`src/rtl/inspeccion_pkg.sv`:
```
// Shared definitions for the inspection/protocol path: Y codes, E status codes,
// responder FSM states and a saturating counter helper.
package inspeccion_pkg;

  localparam logic [1:0] Y_NONE   = 2'b00;
  localparam logic [1:0] Y_PASS   = 2'b01;
  localparam logic [1:0] Y_DIVERT = 2'b10;
  localparam logic [1:0] Y_ALARM  = 2'b11;

  // Status codes produced by the inspection stage upstream of the protocol.
  typedef enum logic [1:0] {
    E_NONE   = 2'b00,
    E_OK     = 2'b01,
    E_DEFECT = 2'b10,
    E_FAULT  = 2'b11
  } e_code_t;

  typedef enum logic [1:0] {
    IDLE   = 2'b00,
    PULSE  = 2'b01,
    SETTLE = 2'b10
  } fsm_state_t;

  function automatic logic [7:0] sat_inc8(input logic [7:0] value);
    return (value == 8'hFF) ? value : value + 8'd1;
  endfunction

endpackage

```
`src/rtl/cola_cmd.sv`:
```
// Synchronous command FIFO; a push into a full queue is accepted only when a
// pop frees a slot on the same edge, otherwise it is dropped and flagged.
module cola_cmd #(
  parameter int WIDTH = 2,
  parameter int DEPTH = 4
) (
  input  logic             clk,
  input  logic             rst_n,
  input  logic             push,
  input  logic             pop,
  input  logic [WIDTH-1:0] din,
  output logic [WIDTH-1:0] dout,
  output logic             empty,
  output logic             full,
  output logic             drop
);

  localparam int AW = (DEPTH > 1) ? $clog2(DEPTH) : 1;
  localparam logic [AW:0] FULL_CNT = (AW + 1)'(DEPTH);

  logic [WIDTH-1:0] mem [DEPTH];
  logic [AW-1:0]    wr_ptr;
  logic [AW-1:0]    rd_ptr;
  logic [AW:0]      count;
  logic             do_push;
  logic             do_pop;

  assign empty   = (count == '0);
  assign full    = (count == FULL_CNT);
  assign do_pop  = pop && !empty;
  assign do_push = push && (!full || do_pop);
  assign drop    = push && full && !pop;
  assign dout    = mem[rd_ptr];

  // NOTE: storage carries no reset; only the pointers and count define
  // validity, so resetting the array would add reset fan-out for no benefit.
  always_ff @(posedge clk) begin
    if (do_push) mem[wr_ptr] <= din;
  end

  always_ff @(posedge clk or negedge rst_n) begin
    if (!rst_n) begin
      wr_ptr <= '0;
      rd_ptr <= '0;
      count  <= '0;
    end else begin
      if (do_push) wr_ptr <= wr_ptr + 1'b1;
      if (do_pop)  rd_ptr <= rd_ptr + 1'b1;
      case ({do_push, do_pop})
        2'b10:   count <= count + 1'b1;
        2'b01:   count <= count - 1'b1;
        default: count <= count;
      endcase
    end
  end

endmodule

```
`src/rtl/clasificador_actuador.sv`:
```
// Responder end of the protocol path: edge-detects Y commands, queues pass and
// divert, and drives one timed gate pulse per command; alarm stops the line.
module clasificador_actuador
  import inspeccion_pkg::*;
#(
  parameter int PULSE_LEN  = 4,
  parameter int SETTLE_LEN = 2,
  parameter int FIFO_DEPTH = 4
) (
  input  logic       clk,
  input  logic       rst_n,
  input  logic [1:0] y_cmd,
  input  logic       clr,
  output logic       gate_pass,
  output logic       gate_divert,
  output logic       alarm,
  output logic       busy,
  output logic       fifo_full,
  output logic       overflow,
  output logic [7:0] cnt_pass,
  output logic [7:0] cnt_div
);

  logic [1:0] y_prev;
  logic       cmd_new;
  logic       push;
  logic       alarm_cmd;
  logic       pop;
  logic       empty;
  logic       drop;
  logic [1:0] head;
  logic       done;
  logic       pop_pass;
  logic       pop_div;
  logic [3:0] timer;
  fsm_state_t state;

  assign cmd_new   = (y_cmd != Y_NONE) && (y_prev == Y_NONE);
  assign push      = cmd_new && ((y_cmd == Y_PASS) || (y_cmd == Y_DIVERT));
  assign alarm_cmd = cmd_new && (y_cmd == Y_ALARM);

  // The edge that would return the FSM to IDLE may pop directly, so queued
  // commands run back-to-back with exactly PULSE_LEN + SETTLE_LEN spacing.
  assign done = ((state == PULSE) && (timer == 4'd0) && (SETTLE_LEN == 0)) ||
                ((state == SETTLE) && (timer == 4'd0));
  assign pop      = !empty && !alarm && ((state == IDLE) || done);
  assign pop_pass = pop && (head == Y_PASS);
  assign pop_div  = pop && (head == Y_DIVERT);
  assign busy     = (state != IDLE);

  cola_cmd #(
    .WIDTH (2),
    .DEPTH (FIFO_DEPTH)
  ) u_cola (
    .clk   (clk),
    .rst_n (rst_n),
    .push  (push),
    .pop   (pop),
    .din   (y_cmd),
    .dout  (head),
    .empty (empty),
    .full  (fifo_full),
    .drop  (drop)
  );

  // NOTE: every register below uses <= so all updates see pre-edge values;
  // blocking assignments here would create order-dependent simulation races.
  always_ff @(posedge clk or negedge rst_n) begin
    if (!rst_n) y_prev <= Y_NONE;
    else        y_prev <= y_cmd;
  end

  always_ff @(posedge clk or negedge rst_n) begin
    if (!rst_n) begin
      state       <= IDLE;
      timer       <= 4'd0;
      gate_pass   <= 1'b0;
      gate_divert <= 1'b0;
    end else if (pop) begin
      state       <= PULSE;
      timer       <= 4'(PULSE_LEN - 1);
      gate_pass   <= (head == Y_PASS);
      gate_divert <= (head == Y_DIVERT);
    end else begin
      case (state)
        PULSE: begin
          if (timer == 4'd0) begin
            gate_pass   <= 1'b0;
            gate_divert <= 1'b0;
            state       <= (SETTLE_LEN == 0) ? IDLE : SETTLE;
            timer       <= 4'(SETTLE_LEN - 1);
          end else begin
            timer <= timer - 4'd1;
          end
        end
        SETTLE: begin
          if (timer == 4'd0) state <= IDLE;
          else               timer <= timer - 4'd1;
        end
        default: state <= IDLE;
      endcase
    end
  end

  // A new alarm or dropped command outranks a same-edge clear.
  always_ff @(posedge clk or negedge rst_n) begin
    if (!rst_n) begin
      alarm    <= 1'b0;
      overflow <= 1'b0;
      cnt_pass <= 8'd0;
      cnt_div  <= 8'd0;
    end else begin
      if (alarm_cmd) alarm <= 1'b1;
      else if (clr)  alarm <= 1'b0;

      if (drop)     overflow <= 1'b1;
      else if (clr) overflow <= 1'b0;

      if (clr)           cnt_pass <= {7'd0, pop_pass};
      else if (pop_pass) cnt_pass <= sat_inc8(cnt_pass);

      if (clr)          cnt_div <= {7'd0, pop_div};
      else if (pop_div) cnt_div <= sat_inc8(cnt_div);
    end
  end

endmodule

```
`config.mk`:
```
export PLATFORM = sky130hd
export DESIGN_NAME = clasificador_actuador
export DESIGN_NICKNAME = d
export VERILOG_FILES = /design/src/rtl/inspeccion_pkg.sv /design/src/rtl/cola_cmd.sv /design/src/rtl/clasificador_actuador.sv
export SDC_FILE = /design/constraint.sdc
export NUM_CORES = 1
export LEC_CHECK = 0
export BUFFER_PORTS_ARGS = -buffer_cell sky130_fd_sc_hd__buf_4
export CAP_MARGIN = 20
export CORE_MARGIN = 10
export CORE_UTILIZATION = 55
export DETAILED_ROUTE_END_ITERATION = 6
export PLACE_DENSITY = 0.76
export SYNTH_ARGS = -nofsm -noshare
export SYNTH_HDL_FRONTEND = slang
export SYNTH_SLANG_ARGS = --single-unit
```
`constraint.sdc`:
```
create_clock -name clk -period 3.11 [get_ports clk]
set_clock_uncertainty 0.05 [all_clocks]
set_input_delay 0.311 -clock clk [delete_from_list [all_inputs] [get_ports clk]]
set_output_delay 0.311 -clock clk [all_outputs]
set_load 0.03 [all_outputs]
```
==> impl_metrics.ini <==
[clocking]
cts.path.max_buffers = 2
htree_levels = 2
ctsHoldBuffers = 1
clockRootBuffer = clkbuf_8
cts_resized = 0
clkSinkCount = 43
cts_made_buffers = 5
clk_pin_slew_ns = 0.08
insertion_delay_ns = 0.29
cts_setup_buffers = 0
cts_tree = done

[grt]
gr-usage-all-layers_pct = 14.3
grt_pass1_wl_mm = 8.86
grt.overflow.total = 0
grt_max_degree = 36
antenna_found_initial = 0
grt_pass1_vias = 1944

[finish]
final_common_cell = dfrtp_1
final_core_util_pct = 65.0
nets = 278
layout-drive-gt1-share_pct = 19.0
fin_area_sq_mm = 0.00281
final_cell_mix = 35 x dfrtp_1, 29 x buf_4, 17 x nand2_1
num_antenna_cells = 0
areaGrowthSynthToFinish_pct = 15.4

[timing]
setup_viol = 0
final-hold-violation-count = 0
rsz0062_at_grt = false
period_minus_slack_ns = 2.68
relSlewSlack_pct = 63.7
post-route-period-util_pct = 86.3
fmax_ghz = 0.373
maxSlewViolCount = 0
tightest_slew_ns = 0.543
setup_tns_ns = 0

[pwr]
clkPwrFrac_pct = 23.7
p_seq_share_pct = 37.1
p_sw_mw = 0.815
internal_power_mw = 1.38
ir_drop_v = 0.000522
p_sw_share_pct = 37.2
p_comb_share_pct = 39.2
powerDensity_mw_per_mm2 = 780
p_leak_nw = 1.20

[status]
status = completed

[detailed_routing]
vias = 1886
drc_errors = 0
first_iter_violations = 161
wire_per_inst_microns = 15.9
wl_met1_mm = 2.28
wl_met2_mm = 2.41
avgViaCountPerCell = 5.99
wirelength_mm = 5.01
highest_layer = met4
dr.pass1.iters = 4
wl_met3_microns = 240
antenna_left = 0

[die]
core_sq_mm = 0.00432
die_y_microns = 86.5
ios = 27
dieArea_sq_mm = 0.00749
start_util_pct = 56.3
num_rows = 24
die_w_microns = 86.5

[worst_hold_path]
min_path_cells = 1
worstHoldStart = y_cmd[1]
hold_path.class = input port to flop
min_to = y_prev[1]$_DFF_PN0_

[setup_path]
worstPathArrival_ns = 2.86
critPathKind = flop to flop
critPathRequiredTime_ns = 3.29
r2r-end = u_cola.count[2]$_DFFE_PN0P_
cp_num_buf_inv = 1
rr_worst_depth = 9
r2r_setup_slack_ns = 0.43
critPathTopFamily = simple AND/OR/NAND/NOR gates
start_kind = flop
end_kind = flop
slowest_stage = dfrtp_1
cp_max_fo = 9
cp_slowest_stage_delay_ns = 0.44
critical_path.cell_chain = inv_1 -> ha_1 -> nor3b_4 -> o211a_1 -> nand2_1 -> fa_1 -> or3_1 -> mux2i_1 -> xor2_1
r2r_start = timer[0]$_DFFE_PN0P_

[synth]
synth-seq-cells = 43
synth_cell_type_count = 54
yosysWarnings = 0
synth_edf_count = 8
async_reset_ff_share_pct = 81.4
ys_seq_area_share_pct = 45.8
synth_flop_cell = dfrtp_1
syn-cell-area_sq_mm = 0.00243
synth_fp_nets = 252
syn_inst = 236
syn_area_per_cell_sq_um = 10.3

[placement]
placed_area_sq_mm = 0.00266
port_buffers = 26
globalplace.congestion = 0.839
dp_hpwl_mm = 3.56

[run]
drv_cap = 0
-- Yosys cell counts, types with 6 or more instances --
library cell  number  share of area, %
inv_1             13               2.0
o31ai_1            7               2.2
o21ai_0            8               1.6
nand3_1            7               1.4
nor2_1            13               2.0
nand2_1           17               2.6
dfrtp_1           35                36
clkbuf_1           6              0.92
or4_1              8               2.5
a21oi_1           11               2.3
ha_1              10               5.1
nand2b_1           6               1.5
edfxtp_1           8               9.9
-- layout make-up --
| type | instances | area, sq um |
|---|---|---|
| clock buffers | 5 | 68.8 |
| clock inverters | 3 | 67.6 |
| fillers | 332 | 1510 |
| inverters | 13 | 48.8 |
| multi-input cells | 169 | 1220 |
| flip-flops and latches | 43 | 1120 |
| well taps | 52 | 65.1 |
| repair buffers | 30 | 228 |
-- state kept, by name, indices dropped and copies added (netlist names) --
register       flops
timer              4
gate_divert        1
u_cola.rd_ptr      2
alarm              1
u_cola.mem         8
u_cola.wr_ptr      2
u_cola.count       3
state              2
y_prev             2
overflow           1
cnt_pass           8
gate_pass          1
cnt_div            8
-- cell families after synthesis --
kind of cell               share of synthesized area [%]
and+or+nand+nor                                     21.6
AOI/OAI and AO/OA                                   14.4
DFF                                                 45.8
buffers and inverters                               4.21
muxes                                               5.86
adders and majority gates                           5.96
xor gates and xnor gates                            2.16
-- power by group through the flow --
| stage | clock (mW) | sequential [mW] | combinational, mW |
|---|---|---|---|
| after floorplan | 0 | 0.846 | 0.627 |
| after global placement | 0 | 0.816 | 0.840 |
| after detailed placement | 0 | 0.823 | 0.857 |
| after CTS | 0.531 | 0.812 | 0.862 |
| after global routing | 0.549 | 0.834 | 0.972 |
| final | 0.519 | 0.813 | 0.859 |
-- through the flow --
step                instances  total power, mW  worst slack, ns  hold slack (ns)
floorplan                 236             1.47            0.683          -0.0346
CTS                       315             2.21            0.424            0.116
global route              315             2.36            0.225            0.127
detailed placement        306             1.68            0.426            0.244
finish                    315             2.19            0.426            0.126
global placement          306             1.66            0.554            0.244
-- worst max-delay path by stage --
| stage | endpoint | cells after the start | slack, ns | startpoint |
|---|---|---|---|---|
| 3_5_place_dp | u_cola.count[2]$_DFFE_PN0P_ | 9 | 0.43 | timer[0]$_DFFE_PN0P_ |
| 3_3_place_gp | u_cola.count[2]$_DFFE_PN0P_ | 9 | 0.55 | timer[0]$_DFFE_PN0P_ |
| 6_report | u_cola.count[2]$_DFFE_PN0P_ | 9 | 0.43 | timer[0]$_DFFE_PN0P_ |
| 4_1_cts | u_cola.count[2]$_DFFE_PN0P_ | 9 | 0.42 | timer[0]$_DFFE_PN0P_ |
| 5_1_grt | u_cola.count[2]$_DFFE_PN0P_ | 9 | 0.22 | timer[1]$_DFFE_PN0P_ |
| 2_1_floorplan | u_cola.count[2]$_DFFE_PN0P_ | 9 | 0.68 | timer[0]$_DFFE_PN0P_ |
-- metal layers --
layer	vias to the layer above	GRT usage [%]
li1	928	-
met1	905	17.0
met2	46	24.4
met3	7	3.47
met4	0	4.86
met5	-	0
Note: power is estimated with default switching activity, not from simulation.
